<file path="src/rtl/ex_mem_stage.sv">
`default_nettype none
// ============================================================================
// ex_mem_stage : EX/MEM pipeline register with branch resolve, overflow trap
//                and taken-branch counter for the 5-stage MIPS pipeline.
// Revision     : 1.0
// ============================================================================
module ex_mem_stage #(
  parameter int CNT_W = 32
) (
  input  logic             clk,
  input  logic             rst_n,
  input  logic             ex_valid,
  output logic             ex_ready,
  input  logic [31:0]      ex_instr,
  input  logic [31:0]      ex_pc4,
  input  logic [31:0]      ex_result,
  input  logic [2:0]       ex_flags,
  input  logic [31:0]      ex_rt_data,
  input  logic             mem_stall,
  input  logic             flush_in,
  output logic             mem_valid,
  output logic [31:0]      mem_instr,
  output logic [31:0]      mem_result,
  output logic [31:0]      mem_wdata,
  output logic [4:0]       mem_wreg,
  output logic             mem_regwrite,
  output logic             mem_memread,
  output logic             mem_memwrite,
  output logic             br_taken,
  output logic [31:0]      br_target,
  output logic             exc_ovf,
  output logic [31:0]      exc_pc,
  input  logic             exc_ack,
  output logic [CNT_W-1:0] br_count
);

  localparam logic [5:0] c_OP_RTYPE = 6'b000000;
  localparam logic [5:0] c_OP_BEQ   = 6'b000100;
  localparam logic [5:0] c_OP_BNE   = 6'b000101;
  localparam logic [5:0] c_OP_ADDI  = 6'b001000;
  localparam logic [5:0] c_OP_ADDIU = 6'b001001;
  localparam logic [5:0] c_OP_SLTI  = 6'b001010;
  localparam logic [5:0] c_OP_SLTIU = 6'b001011;
  localparam logic [5:0] c_OP_ANDI  = 6'b001100;
  localparam logic [5:0] c_OP_ORI   = 6'b001101;
  localparam logic [5:0] c_OP_XORI  = 6'b001110;
  localparam logic [5:0] c_OP_LW    = 6'b100011;
  localparam logic [5:0] c_OP_SW    = 6'b101011;
  localparam logic [5:0] c_FN_ADD   = 6'b100000;
  localparam logic [5:0] c_FN_SUB   = 6'b100010;

  logic [5:0]  w_op;
  logic [5:0]  w_funct;
  logic [4:0]  w_wreg;
  logic        w_rw;
  logic        w_mr;
  logic        w_mw;
  logic        w_beq;
  logic        w_bne;
  logic        w_signed;
  logic        w_trap;
  logic        w_accept;
  logic        w_taken_in;
  logic        w_unused_flags;

  logic             valid_q;
  logic [31:0]      instr_q;
  logic [31:0]      pc4_q;
  logic [31:0]      result_q;
  logic [31:0]      wdata_q;
  logic [4:0]       wreg_q;
  logic             rw_q;
  logic             mr_q;
  logic             mw_q;
  logic             taken_q;
  logic             fresh_q;
  logic             exc_ovf_q, exc_ovf_d;
  logic [31:0]      exc_pc_q, exc_pc_d;
  logic [CNT_W-1:0] br_count_q, br_count_d;

  assign w_op           = ex_instr[31:26];
  assign w_funct        = ex_instr[5:0];
  assign w_unused_flags = ex_flags[1];

  always_comb begin
    w_wreg   = 5'd0;
    w_rw     = 1'b0;
    w_mr     = 1'b0;
    w_mw     = 1'b0;
    w_beq    = 1'b0;
    w_bne    = 1'b0;
    w_signed = 1'b0;
    case (w_op)
      c_OP_RTYPE: begin
        w_wreg   = ex_instr[15:11];
        w_rw     = |ex_instr;
        w_signed = (w_funct == c_FN_ADD) || (w_funct == c_FN_SUB);
      end
      c_OP_ADDI: begin
        w_wreg   = ex_instr[20:16];
        w_rw     = 1'b1;
        w_signed = 1'b1;
      end
      c_OP_ADDIU, c_OP_SLTI, c_OP_SLTIU, c_OP_ANDI, c_OP_ORI, c_OP_XORI: begin
        w_wreg = ex_instr[20:16];
        w_rw   = 1'b1;
      end
      c_OP_LW: begin
        w_wreg = ex_instr[20:16];
        w_rw   = 1'b1;
        w_mr   = 1'b1;
      end
      c_OP_SW:  w_mw  = 1'b1;
      c_OP_BEQ: w_beq = 1'b1;
      c_OP_BNE: w_bne = 1'b1;
      default: ;
    endcase
  end

  assign w_trap     = w_signed & ex_flags[2];
  assign w_accept   = ex_valid & ~flush_in & ~mem_stall;
  assign w_taken_in = (w_beq & ex_flags[0]) | (w_bne & ~ex_flags[0]);

  // A trap on the accepted edge beats a simultaneous acknowledge; the first
  // faulting PC is kept until software clears the exception.
  always_comb begin
    exc_ovf_d  = (w_accept & w_trap) | (exc_ovf_q & ~exc_ack);
    exc_pc_d   = (w_accept & w_trap & ~exc_ovf_q) ? (ex_pc4 - 32'd4) : exc_pc_q;
    br_count_d = br_count_q + {{(CNT_W-1){1'b0}}, (w_accept & w_taken_in)};
  end

  always_ff @(posedge clk or negedge rst_n) begin
    if (!rst_n) begin
      valid_q    <= 1'b0;
      instr_q    <= 32'd0;
      pc4_q      <= 32'd0;
      result_q   <= 32'd0;
      wdata_q    <= 32'd0;
      wreg_q     <= 5'd0;
      rw_q       <= 1'b0;
      mr_q       <= 1'b0;
      mw_q       <= 1'b0;
      taken_q    <= 1'b0;
      fresh_q    <= 1'b0;
      exc_ovf_q  <= 1'b0;
      exc_pc_q   <= 32'd0;
      br_count_q <= '0;
    end else begin
      if (mem_stall) begin
        fresh_q <= 1'b0;
        if (flush_in) begin
          valid_q <= 1'b0;
        end
      end else begin
        valid_q  <= ex_valid & ~flush_in;
        instr_q  <= ex_instr;
        pc4_q    <= ex_pc4;
        result_q <= ex_result;
        wdata_q  <= ex_rt_data;
        wreg_q   <= w_wreg;
        rw_q     <= w_rw & ~w_trap;
        mr_q     <= w_mr;
        mw_q     <= w_mw;
        taken_q  <= w_taken_in;
        fresh_q  <= 1'b1;
      end
      exc_ovf_q  <= exc_ovf_d;
      exc_pc_q   <= exc_pc_d;
      br_count_q <= br_count_d;
    end
  end

  assign ex_ready     = ~mem_stall;
  assign mem_valid    = valid_q;
  assign mem_instr    = instr_q;
  assign mem_result   = result_q;
  assign mem_wdata    = wdata_q;
  assign mem_wreg     = valid_q ? wreg_q : 5'd0;
  assign mem_regwrite = valid_q & rw_q;
  assign mem_memread  = valid_q & mr_q;
  assign mem_memwrite = valid_q & mw_q;
  // fresh_q limits the redirect to the first cycle of an entry held by stall
  assign br_taken     = valid_q & fresh_q & taken_q;
  assign br_target    = pc4_q + {{14{instr_q[15]}}, instr_q[15:0], 2'b00};
  assign exc_ovf      = exc_ovf_q;
  assign exc_pc       = exc_pc_q;
  assign br_count     = br_count_q;

endmodule
`default_nettype wire

</file>
<file path="config.mk">
export PLATFORM = sky130hd
export DESIGN_NAME = ex_mem_stage
export DESIGN_NICKNAME = d
export VERILOG_FILES = /design/src/rtl/ex_mem_stage.sv
export SDC_FILE = /design/constraint.sdc
export NUM_CORES = 1
export LEC_CHECK = 0
export CAP_MARGIN = 20
export CORE_MARGIN = 2
export CORE_UTILIZATION = 35
export DETAILED_ROUTE_END_ITERATION = 8
export GPL_ROUTABILITY_DRIVEN = 0
export HOLD_SLACK_MARGIN = 0.03
export SYNTH_ARGS = -nofsm -noshare
export SYNTH_HDL_FRONTEND = slang
export SYNTH_SLANG_ARGS = --single-unit
</file>
<file path="constraint.sdc">
create_clock -name clk -period 3.6 [get_ports clk]
set_clock_uncertainty 0.15 [all_clocks]
set_input_delay 0.54 -clock clk [delete_from_list [all_inputs] [get_ports clk]]
set_output_delay 0.54 -clock clk [all_outputs]
set_load 0.02 [all_outputs]
</file>
After elaboration in Yosys (flattened, before gate mapping)
Cells that the tools add are included.

storage, ports and cells
  register bits after elaboration = 204

operators by class
  equal/unequal tests = 14
  bitwise operators = 23
  mux-type cells = 11
  reduce and logical (&&, ||, !) cells = 4
  add/subtract/negate cells = 3

operators by type and width
  kind                     number
  $eq A6 B4 Y1 const B     7
  $add A32 B1 Y32          1
  $add A32 B32 Y32         1
  $reduce_or A32 Y1        1
  $sub A32 B3 Y32 const B  1
  $eq A6 B6 Y1 const B     4
  $and A1 B1 Y1            15
  $eq A6 B3 Y1 const B     2
  $pmux W5 S2              1
  $reduce_or A8 Y1         1
  $mux W1                  7
  $logic_not A6 Y1         1
  $not A1 Y1               6
  $mux W5                  1
  $pmux W1 S2              2
  $ne A2 B1 Y1 const B     1
  $or A1 B1 Y1             2
  $logic_or A1 B1 Y1       1

Logic depth before layout (Yosys ltp)
  word-level depth = 6
  gate-level depth with buffers = 13

Worst setup path after synthesis
No wires, ideal clock.

  kind = register to output
  start = reg instr_q[0] (netlist: mem_instr[0])
  end = out br_target[18]
  slack = 0.274 ns
  required time = 2.910 ns
  data arrival time = 2.636 ns
  cell stages (with the launch flop) = 10
  buffers on the path = 0
  cell sequence = dfrtp_1 ha_1 fa_1 a211oi_1 o21ai_1 nand4_1 a21boi_1 o31ai_1 or4b_1 o311ai_1

between the ends
  cells in the longest elaborated chain, start to end = 1

ends and longest elaborated chain
  item                    line  text
  start, declared         67    logic [31:0] instr_q;
  start signal, assigned  156   instr_q <= ex_instr;
  $add A32 B32 Y32        184   assign br_target = pc4_q + {{14{instr_q[15]}}, instr_q[15:0], 2'b00};
  end, declared           30    output logic [31:0] br_target,

No other way between the ends.

Worst setup path after layout
Same ends and word-level chain as after synthesis.

==> results.md <==
- Slew headroom: 0.280
- Cell leakage power: 6.57 nW
- Worst hold start: br_count[31]
- Gr usage total: 0.209
- Synth cell types: 67
- Gate Count Post-Synth: 855
- PortBufs: around 340
- Sequential fraction of the synthesis area: 0.514
- DR WL/cell: 19.0 microns
- Initial Util: 0.356
- Worst-path clk slew: approximately 0.060 ns
- Post-synth top flop: dfrtp_1
- Drt first pass iters: 4
- Grt ovf: 0
- Worst EP arrival: 3.04 ns
- Post-synth EDFFs: 0
- Total Neg Setup Slack: -0.201 ns
- Post-layout util: 0.552
- Synth Cell Area: ~0.0099 sq mm
- Fin. Hold Viols: 0
- Kind of critical path: reg -> out
- Largest area contributor in the netlist: dfrtp_1
- ANT nets after route: 0
- Setup ws final: -0.128 ns
- Req. time, crit path: 2.91 ns
- Io pins: 341
- Sink Count: 204
- Fmax: 0.268 GHz
- Syn. warnings: 0
- Post-synth top area share: 0.514
- Die area: 0.0297 sq mm
- Max Cap Viol: 0
- Final wirelength: ~32000 microns
- Worst Hold Class: reg -> reg
- ANT cells: 0
- Skew-Pair Late Insertion Delay: 0.53 ns
- Worst slew pin tran: 1.08 ns
- First-pass GRT wire length: 47700 microns
- Post-synthesis register bit count: between 200 and 250
- Vias: 8135
- Power density over the cells: between 400 and 500 mW/mm^2
- Max-slew violation count: 0
- Total power: 7.24 mW
- Vias in the first global route: 8334
- RSZ-0062 raised after global routing: true
- Die X: 172 microns
- Minimum clock period: about 3.7 ns
- Worst vdd ir: 0.000338 V
- Failing checks: negative setup slack
- Htree depth: 1
- FFs w/ async S/R, synth: 1.00
- Detailed Route Iter0 Violations: 313
- Syn-to-layout area delta: 54.9%
- CTS Buffer Depth: 3
- RR Startpoint: br_count[4]
- FP Rows: 61
- Initial antenna violation count: 3
- Worst hold margin: 0.332 ns
- Post-Syn Nets: 1025
- Area of placed instances: 0.0142 sq mm
- CP max FO: 2
- Worst setup SP type: flop
- CTS buffer count: 25
- Crit. End Element: output port
- Status: complete, but fails checks
- Synth area leaders: dfrtp_1 51%, mux2_2 14%, xnor2_1 4.6%
- Layout cells sized above 1: 0.253
- TritonCTS clock tree: built
- # nets final: 1443
- Synth Area per Inst: 11.6 sq um
- Drt drc: 0
- Via/cell ratio: 4.87
- Fillcell total: around 2500
- Period utilization: 1.04
- Die Y: 172 microns
- Core area: ~0.028 sq mm
- HPWL after DPL: 24100 microns
- Largest net degree at the start of global routing: between 90 and 100
- Worst Setup SP: mem_instr[0]
- Fin area: about 0.015 sq mm
- Final-report setup violation count: 4
- Clock Root Buffer: clkbuf_16
-- cell usage after synthesis (12+ instances only) --
library cell and n:
dfrtp_1 204, mux2_2 124, nor2_1 61, a21oi_1 59, xnor2_1 52, nand2_1 47
ha_1 32, xor2_1 28, clkbuf_1 24, o21ai_1 20, nand3_1 19, a21o_1 15
and3_1 12
-- report_power, final --
group	switching, mW	leakage [nW]	total (mW)	internal (mW)
clock network	1.02	0.392	2.47	1.44
registers	0.105	2.54	2.57	2.46
logic	1.13	3.64	2.20	1.07
-- critical path: stages (launching register included) --
cell and delay (ns):
dfrtp_1 0.38, ha_2 0.20, fa_2 0.36, a211oi_2 0.25
o21ai_2 0.10, nand4_1 0.15, a21boi_2 0.10, o31ai_2 0.21
or4b_1 0.45, o311ai_1 0.09, buf_2 0.21
-- layer usage --
metal	track usage	up-vias	routed length, microns
met5	0	-	32
met1	0.248	3946	12600
li1	-	3891	-
met4	0.0501	6	738
met2	0.352	246	15300
met3	0.0861	46	3090
-- final timing paths --
kind / end / slack, ns / cells after the start
hold / removal: br_count[31] / 0.33 / 1
min in group asynchronous: mem_wdata[31] / 0.44 / 2
setup / recovery: br_target[18] / -0.13 / 10
setup reg to reg: br_count[27] / 1.55 / 8
hold reg to reg: br_count[31] / 0.33 / 1
max in group asynchronous: exc_pc[28] / 1.92 / 3
-- layout make-up --
cell class / instances / area, sq um / area share
inverters: 13 / 48.8 / 0.00317
clock inverters: 10 / 98.8 / 0.00643
repair buffers: 424 / 4030 / 0.262
multi-input cells: 605 / 4920 / 0.320
well taps: 378 / 473 / 0.0308
clock buffers: 35 / 703 / 0.0457
flip-flops and latches: 204 / 5110 / 0.332
-- cells in the final DEF (no fill, tap or decap), drive strengths merged, types with 4 or more instances in the layout --
cell             n
a22oi            5
a21oi           61
clkdlybuf4s50  313
nand2b           5
nor3            12
dlygate4sd2      6
or4              4
mux2           127
a31oi            5
nor4            12
nand4            8
nor2            62
dfrtp          204
and4             5
nand2           48
a211oi           4
xnor2           52
and3            12
xor2            28
o21ai           31
nand3           20
ha              32
clkinv           5
inv             15
and2            11
clkbuf          37
o21bai           4
buf            100
a21o            15
-- state kept, by name, indices dropped and copies added, names as in the netlist --
| signal | cells |
|---|---|
| br_count | 32 |
| exc_pc | 32 |
| mem_instr | 32 |
| mem_result | 32 |
| mem_wdata | 32 |
| pc4_q | 32 |
| wreg_q | 5 |
| exc_ovf | 1 |
| fresh_q | 1 |
| mem_valid | 1 |
| mr_q | 1 |
| mw_q | 1 |
| rw_q | 1 |
| taken_q | 1 |
-- kinds of logic (layout without fill, tap and decap cells) --
kind of cell,count (synthesis),count (layout),share of synthesized area
buffers and inverters,46,482,0.0209
AND/OR/NAND/NOR,213,213,0.113
XOR/XNOR,80,80,0.0706
AO/OA/AOI/OAI,150,150,0.0928
flip-flops,204,204,0.514
multiplexers,129,129,0.146
adder cells (fa/ha/maj),33,33,0.0423
-- per-stage QoR --
stage,instances,setup slack [ns]
after floorplan,855,0.274
after CTS,1665,-0.280
after global routing,1669,-0.255
after global placement,1610,-0.365
final,1669,-0.128
after detailed placement,1610,-0.441
-- what timing repair did --
action | CTS | global route
setup buffers | 8 | 5
hold buffers | 2 | 0
pin swaps | 21 | 23
gates resized for setup | 111 | 41
endpoints found under the setup margin | 24 | 19
endpoints found under the hold margin | 91 | 0
Power figures use the tool's default switching activity.
